File: config.mk
export PLATFORM = sky130hd
export DESIGN_NAME = traffic_phase_ctrl
export DESIGN_NICKNAME = d
export VERILOG_FILES = /design/src/rtl/traffic_phase_ctrl.sv
export SDC_FILE = /design/constraint.sdc
export NUM_CORES = 1
export LEC_CHECK = 0
export CORE_UTILIZATION = 45
export CTS_CLUSTER_DIAMETER = 40
export DETAILED_ROUTE_END_ITERATION = 10
export PLACE_DENSITY = 0.72
export SETUP_SLACK_MARGIN = 0.15
export SLEW_MARGIN = 40
export SYNTH_ARGS = -nofsm -noshare
export SYNTH_HDL_FRONTEND = slang
export SYNTH_SLANG_ARGS = --single-unit
File: constraint.sdc
create_clock -name sys_clk -period 4.85 [get_ports sys_clk]
set_input_delay 0.485 -clock sys_clk [delete_from_list [all_inputs] [get_ports sys_clk]]
set_output_delay 0.485 -clock sys_clk [all_outputs]
set_load 0.1 [all_outputs]
File: src/rtl/traffic_phase_ctrl.sv
// Four-way traffic-light phase controller: NS-green/yellow, EW-green/yellow on a 1 s tick.
// Optional night flashing mode is built when NIGHT_FLASH_EN is defined.
module traffic_phase_ctrl #(
  parameter int unsigned TICK_CNT = 50_000_000,
  parameter int unsigned G_TIME   = 27,
  parameter int unsigned Y_TIME   = 3
) (
  input  logic       sys_clk,
  input  logic       sys_rst_n,
`ifdef NIGHT_FLASH_EN
  input  logic       night,
`endif
  input  logic       hold,
  output logic [9:0] n_time,
  output logic [9:0] e_time,
  output logic [9:0] s_time,
  output logic [9:0] w_time,
  output logic       en,
  output logic [2:0] ns_led,
  output logic [2:0] ew_led
);

  localparam int unsigned TW = (TICK_CNT > 2) ? $clog2(TICK_CNT) : 1;
  localparam logic [TW-1:0] TICK_LAST = TW'(TICK_CNT - 1);
  localparam logic [6:0] G_LEN = 7'(G_TIME);
  localparam logic [6:0] Y_LEN = 7'(Y_TIME);

  localparam logic [1:0] NS_G = 2'd0;
  localparam logic [1:0] NS_Y = 2'd1;
  localparam logic [1:0] EW_G = 2'd2;
  localparam logic [1:0] EW_Y = 2'd3;

  logic [TW-1:0] tick_cnt_q, tick_cnt_d;
  logic [1:0]    state_q, state_d;
  logic [6:0]    phase_cnt_q, phase_cnt_d;
  logic          en_q;
  logic          tick_wrap, tick;
  logic [6:0]    ns_val, ew_val, phase_plus;
  logic [2:0]    ns_lamp, ew_lamp;

`ifdef NIGHT_FLASH_EN
  logic flash_q, flash_d;
`endif

  assign tick_wrap = (tick_cnt_q == TICK_LAST);
  assign tick      = tick_wrap & ~hold;

  always_comb begin
    tick_cnt_d  = tick_cnt_q;
    state_d     = state_q;
    phase_cnt_d = phase_cnt_q;
    if (!hold) begin
      tick_cnt_d = tick_wrap ? '0 : tick_cnt_q + 1'b1;
    end
    if (tick) begin
      if (phase_cnt_q == 7'd1) begin
        unique case (state_q)
          NS_G:    begin state_d = NS_Y; phase_cnt_d = Y_LEN; end
          NS_Y:    begin state_d = EW_G; phase_cnt_d = G_LEN; end
          EW_G:    begin state_d = EW_Y; phase_cnt_d = Y_LEN; end
          default: begin state_d = NS_G; phase_cnt_d = G_LEN; end
        endcase
      end else begin
        phase_cnt_d = phase_cnt_q - 1'b1;
      end
    end
`ifdef NIGHT_FLASH_EN
    flash_d = 1'b1;
    // Night overrides hold: the tick counter keeps running to pace the flashing.
    if (night) begin
      tick_cnt_d  = tick_wrap ? '0 : tick_cnt_q + 1'b1;
      state_d     = NS_G;
      phase_cnt_d = G_LEN;
      flash_d     = tick_wrap ? ~flash_q : flash_q;
    end
`endif
  end

  always_ff @(posedge sys_clk or negedge sys_rst_n) begin
    if (!sys_rst_n) begin
      tick_cnt_q  <= '0;
      state_q     <= NS_G;
      phase_cnt_q <= G_LEN;
      en_q        <= 1'b0;
    end else begin
      tick_cnt_q  <= tick_cnt_d;
      state_q     <= state_d;
      phase_cnt_q <= phase_cnt_d;
      en_q        <= 1'b1;
    end
  end

`ifdef NIGHT_FLASH_EN
  always_ff @(posedge sys_clk or negedge sys_rst_n) begin
    if (!sys_rst_n) begin
      flash_q <= 1'b1;
    end else begin
      flash_q <= flash_d;
    end
  end
`endif

  assign phase_plus = phase_cnt_q + Y_LEN;

  always_comb begin
    ns_lamp = 3'b001;
    ew_lamp = 3'b100;
    ns_val  = phase_cnt_q;
    ew_val  = phase_plus;
    unique case (state_q)
      NS_G: begin ns_lamp = 3'b001; ew_lamp = 3'b100; ns_val = phase_cnt_q; ew_val = phase_plus; end
      NS_Y: begin ns_lamp = 3'b010; ew_lamp = 3'b100; ns_val = phase_cnt_q; ew_val = phase_cnt_q; end
      EW_G: begin ns_lamp = 3'b100; ew_lamp = 3'b001; ns_val = phase_plus; ew_val = phase_cnt_q; end
      default: begin
        ns_lamp = 3'b100; ew_lamp = 3'b010; ns_val = phase_cnt_q; ew_val = phase_cnt_q;
      end
    endcase
  end

`ifdef NIGHT_FLASH_EN
  always_comb begin
    if (night) begin
      n_time = '0;
      s_time = '0;
      e_time = '0;
      w_time = '0;
      en     = 1'b0;
      ns_led = {1'b0, flash_q, 1'b0};
      ew_led = {1'b0, flash_q, 1'b0};
    end else begin
      n_time = {3'b000, ns_val};
      s_time = {3'b000, ns_val};
      e_time = {3'b000, ew_val};
      w_time = {3'b000, ew_val};
      en     = en_q;
      ns_led = ns_lamp;
      ew_led = ew_lamp;
    end
  end
`else
  assign n_time = {3'b000, ns_val};
  assign s_time = {3'b000, ns_val};
  assign e_time = {3'b000, ew_val};
  assign w_time = {3'b000, ew_val};
  assign en     = en_q;
  assign ns_led = ns_lamp;
  assign ew_led = ew_lamp;
`endif

endmodule
==> impl_metrics.csv <==
group,metric,value,unit
yosys,ys_dominant_reg_cell,"sky130_fd_sc_hd__dfrtp_1",
clock_network,worst_skew_pair_latency,0.28,ns
place,place_congestion,0.797,
clock_network,clk_root_buffer_cell,"sky130_fd_sc_hd__clkbuf_8",
yosys,synth_cells,262,
power,post-layout-total-power,0.000652,W
global_route,grt_pass1_vias,1625,
yosys,synth.cell_area,2370,µm²
timing,setup-violations-final,0,
timing,fin_crit,2.78,ns
timing,hold_ws,0.495,ns
power,cellLeakagePower,1.19,nW
job,drv_cap,0,
yosys,synth.area.top_cells,"sky130_fd_sc_hd__dfrtp_1 34%, sky130_fd_sc_hd__buf_4 8.6%, sky130_fd_sc_hd__xnor2_1 5.9%, sky130_fd_sc_hd__dfstp_2 4.4%, sky130_fd_sc_hd__ha_1 4.2%",
global_route,globalRouteOverflowTotal,0,
yosys,synth.largest_area_cell,"sky130_fd_sc_hd__dfrtp_1",
global_route,global_route_wire_length_before_repair,7140,µm
min_path,hold_path.class,"reg -> reg",
layout,drive_above_1_share,21.4,%
place,detailed_place_hpwl,3060,µm
worst_setup_path,slowest_delay,0.61,ns
place,place.port_buffers,37,
clock_network,cts_made_buffers,5,
worst_setup_path,critPathTopFamily,"flip-flops",
layout,fin_nets,291,
floorplan,fp.dieH,74.6,µm
clock_network,quantity_of_hold_fixing_buffers_added_after_cts,0,
route,detail_route.drc_violations,0,
worst_setup_path,cp_data_arrival_time,2.29,ns
route,first_iter_violations,47,
layout,multi_input_comb_area,1240,µm²
yosys,synth.cells.most_frequent,"32 x sky130_fd_sc_hd__dfrtp_1, 27 x sky130_fd_sc_hd__buf_4, 24 x sky130_fd_sc_hd__nand2_1",
worst_setup_path,timing.critical_path.cells,"inv_1 > ha_1 > and3b_1 > nand2_1 > nor2_1 > xor2_1 > buf_2",
route,drtPass1Iterations,4,
worst_setup_path,cp_slowest_cell,"sky130_fd_sc_hd__dfstp_2",
clock_network,htree_num_levels,2,
timing,rsz_0062_raised_after_global_routing,"false",
floorplan,floorplan.die.width,74.6,µm
route,final_wl,4170,µm
global_route,pin_count_of_the_biggest_net_entering_global_routing,37,
timing,setup_total_negative_slack,0,ns
worst_setup_path,cp.required,4.37,ns
clock_network,clock_sink_count,36,
worst_setup_path,critical_path.n_buffers_inverters,2,
yosys,netlist.area_leader.share,33.8,%
yosys,yosys.cell_types.count,40,
worst_setup_path,critical_path.startpoint_type,"register",
timing,final_hold_viol_count,0,
floorplan,io_pins,50,
yosys,synth_seq_area_share,38.2,%
layout,seq_area,906,µm²
floorplan,floorplan.rows,26,
worst_setup_path,worstSetupPathType,"reg -> out",
run_status,status,"finished, final reports clean",
yosys,synthArstFlopShare,100,%
global_route,groute.usage.overall,16.9,%
power,power.density_cell_area,255,nW/µm²
route,vias,1800,
route,route.antenna.remaining_nets,0,
clock_network,tritoncts,"built",
timing,max_slew_margin,50.6,%
yosys,average_cell_area_after_synthesis,9.04,µm²
floorplan,core_region_area,5070,µm²
route,avgViaCountPerCell,5.13,
timing,final.period_utilization,57.3,%
layout,antenna_cells,0,
clock_network,worst_setup_hold_path_clk_slew,0.07,ns
clock_network,clk_path_buf_depth,2,
timing,timing_max_transition_violations_final,0,
floorplan,initial_utilization,46.7,%
yosys,synthesized_flop_and_latch_total,36,
yosys,yosysWarningCount,0,
timing,skew,0.00418,ns
clock_network,cts_repair_resize_count,0,
place,placed_cells,343,
route,routed_len_inst,11.9,µm
timing,timing_worst_slew_pin_value,0.739,ns
layout,synthToLayoutAreaGrowth,8.08,%
layout,final_cells,351,
clock_network,cts_setup_buffers,0,
layout,nFillCells,509,
yosys,synth_enable_flop_cells,0,
power,max-vdd-ir-drop,167,µV
yosys,synthMostInstantiatedCell,"sky130_fd_sc_hd__dfrtp_1",
floorplan,die_area,5560,µm²
worst_setup_path,setup.worst_path.end_class,"primary output",
timing,max_freq,360,MHz
worst_setup_path,worstPathMaxFanout,8,
global_route,grt_antenna_before_repair,0,
state kept, by name, indices dropped and copies added, names as in the netlist:
| signal | cells |
|---|---|
| en | 1 |
| phase_cnt_q | 7 |
| state_q | 2 |
| tick_cnt_q | 26 |
cell usage in the layout (no fill, tap or decap), types with 7 or more instances in the layout:
| master | Yosys | routed |
|---|---|---|
| sky130_fd_sc_hd__ha_1 | 8 | 8 |
| sky130_fd_sc_hd__xnor2_1 | 16 | 16 |
| sky130_fd_sc_hd__xor2_1 | 10 | 10 |
| sky130_fd_sc_hd__or4_1 | 7 | 7 |
| sky130_fd_sc_hd__or3_1 | 8 | 8 |
| sky130_fd_sc_hd__dfrtp_1 | 32 | 32 |
| sky130_fd_sc_hd__o21ai_0 | 7 | 7 |
| sky130_fd_sc_hd__conb_1 | 2 | 13 |
| sky130_fd_sc_hd__nand2_1 | 24 | 24 |
| sky130_fd_sc_hd__nor2_1 | 22 | 22 |
| sky130_fd_sc_hd__a21oi_1 | 13 | 13 |
| sky130_fd_sc_hd__o31ai_1 | 7 | 7 |
| sky130_fd_sc_hd__inv_1 | 9 | 9 |
| sky130_fd_sc_hd__nand3_1 | 12 | 12 |
| sky130_fd_sc_hd__buf_2 | 1 | 35 |
area by class of cell:
type	instances	area share [%]
Multi-Input combinational cell	190	48.4
Sequential cell	36	35.4
Tap cell	70	3.42
Inverter	9	1.32
Clock buffer	6	3.22
Timing Repair Buffer	38	7.91
Clock inverter	2	0.391
routing by layer:
metal	track usage [%]	part of all wire [%]	wire [µm]	vias to the layer above
li1	-	-	-	908
met1	20.6	50	2070	842
met2	29.4	45	1860	45
met3	3.25	4.1	172	5
met4	6.29	1.6	65	0
met5	0	0	0	-
report_power, final:
| part | total [W] | internal [W] | switching, W |
|---|---|---|---|
| combinational | 0.0000884 | 0.0000217 | 0.0000668 |
| sequential | 0.000346 | 0.000321 | 0.0000252 |
| clock | 0.000217 | 0.000113 | 0.000104 |
| total | 0.000652 | 0.000456 | 0.000196 |
kinds of logic (layout without fill, tap and decap cells):
logic type	after synthesis	in the layout	share of synthesized area [%]
simple gates	103	103	24.2
mux	6	6	3.01
compound gates	34	34	8.61
flops	36	36	38.2
xor+xnor	26	26	9.61
fa+ha+maj	8	8	4.22
buf+inv	47	55	11.8
other cells	2	13	0.317
path summary, 6_finish.rpt:
path,to,depth (start not counted),startpoint,slack (ns)
min,tick_cnt_q[24]$_DFFE_PN0N_,1,tick_cnt_q[24]$_DFFE_PN0N_,0.49
max,w_time[6],7,phase_cnt_q[0]$_DFFE_PN1P_,2.07
max reg2reg,phase_cnt_q[1]$_DFFE_PN1P_,4,tick_cnt_q[10]$_DFFE_PN0N_,2.15
max in group asynchronous,phase_cnt_q[4]$_DFFE_PN1P_,2,sys_rst_n,3.90
min reg2reg,tick_cnt_q[24]$_DFFE_PN0N_,1,tick_cnt_q[24]$_DFFE_PN0N_,0.49
min in group asynchronous,tick_cnt_q[11]$_DFFE_PN0N_,2,sys_rst_n,0.61
metrics by stage:
| stage | util, % | worst slack [ns] | area, µm² |
|---|---|---|---|
| final | 50.5 | 2.07 | 2560 |
| after global routing | 50.5 | 1.92 | 2560 |
| after floorplan | - | 0.517 | 2410 |
| after CTS | 50.2 | 2.04 | 2550 |
| after detailed placement | 48.4 | 2.04 | 2460 |
| after global placement | 51.8 | 1.69 | 2630 |
Power figures use the tool's default switching activity.
